===== config.mk =====
export PLATFORM = sky130hd
export DESIGN_NAME = stage_writeback
export DESIGN_NICKNAME = d
export VERILOG_FILES = /design/src/rtl/PARAMS_pkg.sv /design/src/rtl/wb_pend_fifo.sv /design/src/rtl/stage_writeback.sv
export SDC_FILE = /design/constraint.sdc
export NUM_CORES = 1
export LEC_CHECK = 0
export BUFFER_PORTS_ARGS = -buffer_cell sky130_fd_sc_hd__clkbuf_2
export CAP_MARGIN = 5
export CORE_UTILIZATION = 57
export DETAILED_ROUTE_END_ITERATION = 6
export PLACE_DENSITY = 0.87
export SLEW_MARGIN = 0
export SYNTH_ARGS = -nofsm -noshare
export SYNTH_HDL_FRONTEND = slang
export SYNTH_SLANG_ARGS = --single-unit

===== constraint.sdc =====
create_clock -name clk -period 10.8 [get_ports clk]
set_input_delay 3.24 -clock clk [delete_from_list [all_inputs] [get_ports clk]]
set_output_delay 3.24 -clock clk [all_outputs]
set_load 0.1 [all_outputs]

===== src/rtl/PARAMS_pkg.sv =====
// Shared pipeline widths and the writeback pending-buffer entry type.
package PARAMS_pkg;

  localparam int WD_SIZE        = 32;
  localparam int INSTR_REG_SIZE = 5;
  localparam int PEND_DEPTH_DEF = 2;

  typedef struct packed {
    logic                      valid;
    logic [INSTR_REG_SIZE-1:0] rd;
    logic [WD_SIZE-1:0]        data;
  } pend_entry_t;

endpackage


===== src/rtl/wb_pend_fifo.sv =====
// Circular buffer for mul/div results waiting on the register-file write port.
// Entries can be squashed by rd; head is always kept on a live entry or the buffer is empty.
module wb_pend_fifo
  import PARAMS_pkg::*;
#(
  parameter  int DEPTH = PEND_DEPTH_DEF,
  localparam int PW    = $clog2(DEPTH),
  localparam int CW    = $clog2(DEPTH + 1)
) (
  input  logic                            clk,
  input  logic                            reset,
  input  logic                            push,
  input  logic [INSTR_REG_SIZE-1:0]       push_rd,
  input  logic [WD_SIZE-1:0]              push_data,
  input  logic                            pop,
  input  logic                            squash_en,
  input  logic [INSTR_REG_SIZE-1:0]       squash_rd,
  output logic [CW-1:0]                   count,
  output pend_entry_t                     head_entry,
  output logic [DEPTH-1:0]                slot_valid,
  output logic [DEPTH*INSTR_REG_SIZE-1:0] slot_rd
);

  pend_entry_t     mem_q [DEPTH];
  pend_entry_t     mem_n [DEPTH];
  logic [PW-1:0]   head_q, head_n;
  logic [PW-1:0]   tail_q, tail_n;
  logic [CW-1:0]   count_q, count_n;

  // Squash existing entries before the push so a same-cycle push is never squashed.
  always_comb begin
    mem_n   = mem_q;
    head_n  = head_q;
    tail_n  = tail_q;
    count_n = count_q;
    if (squash_en) begin
      for (int i = 0; i < DEPTH; i++) begin
        if (mem_n[i].valid && mem_n[i].rd == squash_rd) mem_n[i].valid = 1'b0;
      end
    end
    if (pop) begin
      mem_n[head_n].valid = 1'b0;
      head_n  = head_n + 1'b1;
      count_n = count_n - 1'b1;
    end
    if (push) begin
      mem_n[tail_n] = '{valid: 1'b1, rd: push_rd, data: push_data};
      tail_n  = tail_n + 1'b1;
      count_n = count_n + 1'b1;
    end
    // Retire squashed entries at the head so they never cost a write cycle.
    for (int i = 0; i < DEPTH; i++) begin
      if (count_n != '0 && !mem_n[head_n].valid) begin
        head_n  = head_n + 1'b1;
        count_n = count_n - 1'b1;
      end
    end
  end

  always_ff @(posedge clk) begin
    if (reset) begin
      head_q  <= '0;
      tail_q  <= '0;
      count_q <= '0;
      for (int i = 0; i < DEPTH; i++) mem_q[i] <= '0;
    end else begin
      head_q  <= head_n;
      tail_q  <= tail_n;
      count_q <= count_n;
      for (int i = 0; i < DEPTH; i++) mem_q[i] <= mem_n[i];
    end
  end

  always_comb begin
    slot_valid = '0;
    slot_rd    = '0;
    for (int i = 0; i < DEPTH; i++) begin
      slot_valid[i]                            = mem_q[i].valid;
      slot_rd[i*INSTR_REG_SIZE +: INSTR_REG_SIZE] = mem_q[i].rd;
    end
  end

  assign count      = count_q;
  assign head_entry = mem_q[head_q];

endmodule


===== src/rtl/stage_writeback.sv =====
// Writeback stage: arbitrates the mem path and mul/div path onto one register-file write port,
// parking losing mul/div results in a small pending buffer.
module stage_writeback
  import PARAMS_pkg::*;
#(
  parameter int WD_SIZE        = PARAMS_pkg::WD_SIZE,
  parameter int INSTR_REG_SIZE = PARAMS_pkg::INSTR_REG_SIZE,
  parameter int PEND_DEPTH     = PEND_DEPTH_DEF
) (
  input  logic                                 clk,
  input  logic                                 reset,
  input  logic                                 ctrl_reg_write_mem_i,
  input  logic                                 ctrl_ld_mem_i,
  input  logic [INSTR_REG_SIZE-1:0]            rd_mem_i,
  input  logic [WD_SIZE-1:0]                   alu_result_mem_i,
  input  logic [WD_SIZE-1:0]                   mem_data_mem_i,
  input  logic                                 ctrl_reg_write_ml_i,
  input  logic [INSTR_REG_SIZE-1:0]            rd_ml_i,
  input  logic [WD_SIZE-1:0]                   result_ml_i,
  output logic                                 ctrl_reg_write_o,
  output logic [INSTR_REG_SIZE-1:0]            wr_rd_o,
  output logic [WD_SIZE-1:0]                   wr_data_o,
  output logic                                 stall_ml_o,
  output logic [PEND_DEPTH-1:0]                pend_valid_o,
  output logic [PEND_DEPTH*INSTR_REG_SIZE-1:0] pend_rd_o,
  output logic                                 overflow_o,
  output logic [31:0]                          wb_count_o
);

  localparam int CW = $clog2(PEND_DEPTH + 1);

  logic                      mem_req, ml_req;
  logic                      buf_nonempty, buf_full;
  logic                      push, pop, drop;
  logic                      wr_en_n;
  logic [INSTR_REG_SIZE-1:0] wr_rd_n;
  logic [WD_SIZE-1:0]        wr_data_n;
  logic [CW-1:0]             fifo_count;
  pend_entry_t               head_entry;

  assign mem_req      = ctrl_reg_write_mem_i && (rd_mem_i != '0);
  assign ml_req       = ctrl_reg_write_ml_i && (rd_ml_i != '0);
  assign buf_nonempty = head_entry.valid;
  assign buf_full     = (fifo_count == CW'(PEND_DEPTH));

  // Port priority: mem path, then buffered head, then direct mul/div bypass.
  always_comb begin
    wr_en_n   = 1'b0;
    wr_rd_n   = wr_rd_o;
    wr_data_n = wr_data_o;
    pop       = 1'b0;
    if (mem_req) begin
      wr_en_n   = 1'b1;
      wr_rd_n   = rd_mem_i;
      wr_data_n = ctrl_ld_mem_i ? mem_data_mem_i : alu_result_mem_i;
    end else if (buf_nonempty) begin
      wr_en_n   = 1'b1;
      wr_rd_n   = head_entry.rd;
      wr_data_n = head_entry.data;
      pop       = 1'b1;
    end else if (ml_req) begin
      wr_en_n   = 1'b1;
      wr_rd_n   = rd_ml_i;
      wr_data_n = result_ml_i;
    end
  end

  assign push = ml_req && (mem_req || buf_nonempty) && (!buf_full || pop);
  assign drop = ml_req && (mem_req || buf_nonempty) && buf_full && !pop;

  wb_pend_fifo #(.DEPTH(PEND_DEPTH)) u_pend_fifo (
    .clk        (clk),
    .reset      (reset),
    .push       (push),
    .push_rd    (rd_ml_i),
    .push_data  (result_ml_i),
    .pop        (pop),
    .squash_en  (mem_req),
    .squash_rd  (rd_mem_i),
    .count      (fifo_count),
    .head_entry (head_entry),
    .slot_valid (pend_valid_o),
    .slot_rd    (pend_rd_o)
  );

  always_ff @(posedge clk) begin
    if (reset) begin
      ctrl_reg_write_o <= 1'b0;
      wr_rd_o          <= '0;
      wr_data_o        <= '0;
      overflow_o       <= 1'b0;
      wb_count_o       <= '0;
    end else begin
      ctrl_reg_write_o <= wr_en_n;
      wr_rd_o          <= wr_rd_n;
      wr_data_o        <= wr_data_n;
      overflow_o       <= overflow_o | drop;
      wb_count_o       <= wb_count_o + {31'b0, wr_en_n};
    end
  end

  assign stall_ml_o = buf_full;

endmodule

==> summary.txt <==
Run status
  • Outcome: finished clean

Layout
  • Footprint of the multi-input gates: 3980 sq um
  • FF/Latch Area: a little over 3000 sq um
  • Fin nets: 1157
  • Filler instances: 1064
  • Fraction of final layout cells with drive strength greater than 1: 26.4%
  • Inserted Diodes: 0
  • Layout area overhead: 20.5%

Timing
  • Setup total negative slack: 0 ns
  • Fmax: between 100 and 150 MHz
  • Setup Viol. Count Final: 0
  • Fin. Hold Viols: 0
  • Max-slew violations: 0
  • Setup Skew: 0.0163 ns
  • Post-route clock period utilization: 63.9%
  • Worst Tran Pin Value: 1.08 ns
  • RSZ-0062 raised after global routing: no
  • Final hold slack: approximately 0.45 ns
  • Min Tclk post-route: 6.90 ns
  • Setup WS post-layout: 3.90 ns
  • Max_slew headroom: 28.0%

Logic synthesis
  • Yosys reg bits: 151
  • Cell Area, Synth: roughly 7400 sq um
  • Top-area cell type share of the netlist area: 41.0%
  • Most common cell in the netlist: nand2_1
  • Top_reg_cell synth: dfxtp_1
  • Share of the yosys chip area belonging to registers: 41.0%
  • FFs w/ async S/R, synth: 0%
  • Post-synth top cells: nand2_1 (164), dfxtp_1 (151), a21oi_1 (134)
  • Post-synth EDFFs: 0
  • Synth Warn #: 0
  • Syn_nets: 1013
  • Post-synthesis cell count: 897
  • Netlist cell types: 59
  • Ranking of synthesized cells by area: dfxtp_1 (41%), a21oi_1 (9.1%), mux2i_1 (8.7%)
  • Syn avg cell area: 8.22 sq um
  • Post-synth top area cell: dfxtp_1

Die
  • Die height: 116 um
  • Ports: approximately 200
  • Initial Util: 58.4%
  • Core Footprint: 12600 sq um
  • Die area: 13400 sq um
  • DIE WIDTH: 116 um
  • Site Rows: 41

Power
  • Leakage Power: 0.00361 uW
  • Peak supply drop: ~0.00016 V
  • PD cells: 205 nW/um^2
  • Final Power: 1820 uW

Global routing
  • Initial antenna violation count: 0
  • GRT Total Usage: 28.8%
  • Vias in the first global route: 6560
  • Global-route wire length before repair: around 30000 um
  • Total grt overflow: 0
  • Largest net degree at the start of global routing: a little under 80

Placed design
  • Gpl congestion: 0.878
  • Post-detail-place hpwl: around 12000 um
  • Pre-CTS setup slack: 3.66 ns
  • Port bufs: 194

Clocking
  • Cts bufs inserted: 17
  • Clk Latency, worst-skew pair: 0.43 ns
  • # hold bufs at CTS: 0
  • CTS tree: yes
  • Clock buffer depth: 2
  • Root buffer selected by CTS: clkbuf_16
  • Clock slew at reported path FFs: 0.06 ns
  • H-tree levels: 4
  • Sink Count: 151
  • Post-cts repair resize count: 0
  • Postcts setup bufs: 0

Worst setup path
  • Crit-path max FO: 34
  • Crit path from: rd_mem_i[1]
  • Arr. time, crit path: between 7 and 8 ns
  • Worst EP required: around 11 ns
  • Reg-to-Reg Start: u_pend_fifo.head_q$_SDFF_PP0_
  • Crit path launch type: primary input
  • Critical path type: in2reg
  • Crit end category: register

Routing
  • DRC violations left: 0
  • Vias per cell: 5.68
  • Routed vias: 6961
  • DRT iter0 DRCs: 536
  • Pre-antenna DRT Iters: 4
  • WL/cell: 15.3 um
  • Antenna-violating nets left: 0
  • DRT Wirelength: 18800 um

Min path
  • HP Class: reg2reg

Job
  • Maxcap violations: 0
==> per-stage QoR <==
step	area, sq um	cells	util, %
final	8890	1226	70.4
after global routing	8890	1226	70.4
after CTS	8890	1226	70.4
after detailed placement	8290	1194	65.7
after global placement	8290	1194	65.7
after floorplan	7380	897	-
==> area by class of cell <==
class                   instances  area share (%)
clock inverters                13            1.72
multi-input cells             658            44.8
flip-flops and latches        151            34.0
inverters                      11           0.464
well taps                     172            2.42
clock buffers                  19            4.98
repair buffers                202            11.6
==> power by group <==
part | switching, uW | internal [uW] | leakage [uW] | total [uW]
logic | 409 | 183 | 0.00208 | 592
registers | 28.4 | 602 | 0.00123 | 631
clock network | 232 | 367 | 0.000293 | 600
==> cell usage in the layout, fill, tap and decap left out, drive strengths merged, types with 3 or more instances in the layout <==
master  count
inv        12
o221a      16
clkinv      7
or3         9
o21ai      17
and3        5
a211oi     38
a21oi     135
xor2       16
nor2b       5
ha          5
xnor2      20
mux2i      65
mux2        8
or4         3
o211ai      3
nand3      18
a22oi       5
a31oi       4
nand2     164
bufinv      3
buf         9
nand4       7
dfxtp     151
nor2       76
clkbuf    212
nor3       19
o21a        3
==> metal layers <==
layer | vias to the layer above | part of all wire (%) | GRT usage [%]
met2 | 241 | 50 | 49.5
li1 | 3419 | - | -
met1 | 3264 | 42 | 34.1
met4 | 0 | 2.2 | 12.6
met3 | 37 | 6.1 | 7.17
met5 | - | 0 | 0
==> cell families (layout without fill, tap and decap cells) <==
logic type	after synthesis	after routing	share of synthesized area, %
xor gates and xnor gates	36	36	4.38
adders and majority gates	5	5	0.848
buffers and inverters	88	245	5.39
muxes	73	73	10.1
and+or+nand+nor	311	311	18.3
AOI/OAI and AO/OA	233	233	19.9
DFF	151	151	41.0
==> final timing paths <==
path,end,depth (start not counted),slack (ns)
worst max-delay path,wb_count_o[31]$_SDFF_PP0_,14,3.90
worst min register to register,register,2,0.45
worst max register to register,wb_count_o[31]$_SDFF_PP0_,14,5.45
worst min-delay path,register,2,0.45
==> critical path, stage by stage <==
cell and delay [ns]:
clkbuf_2 0.14, or3_1 0.27, a211o_1 0.28, nor2_2 0.05, buf_4 0.24, inv_1 0.65
ha_1 0.31, nand3_1 0.19, nor4_1 0.68, nand3_1 0.38, nor3_2 0.38, nand3_1 0.15
xor2_1 0.17, nor2_1 0.06
Power figures use the tool's default switching activity.
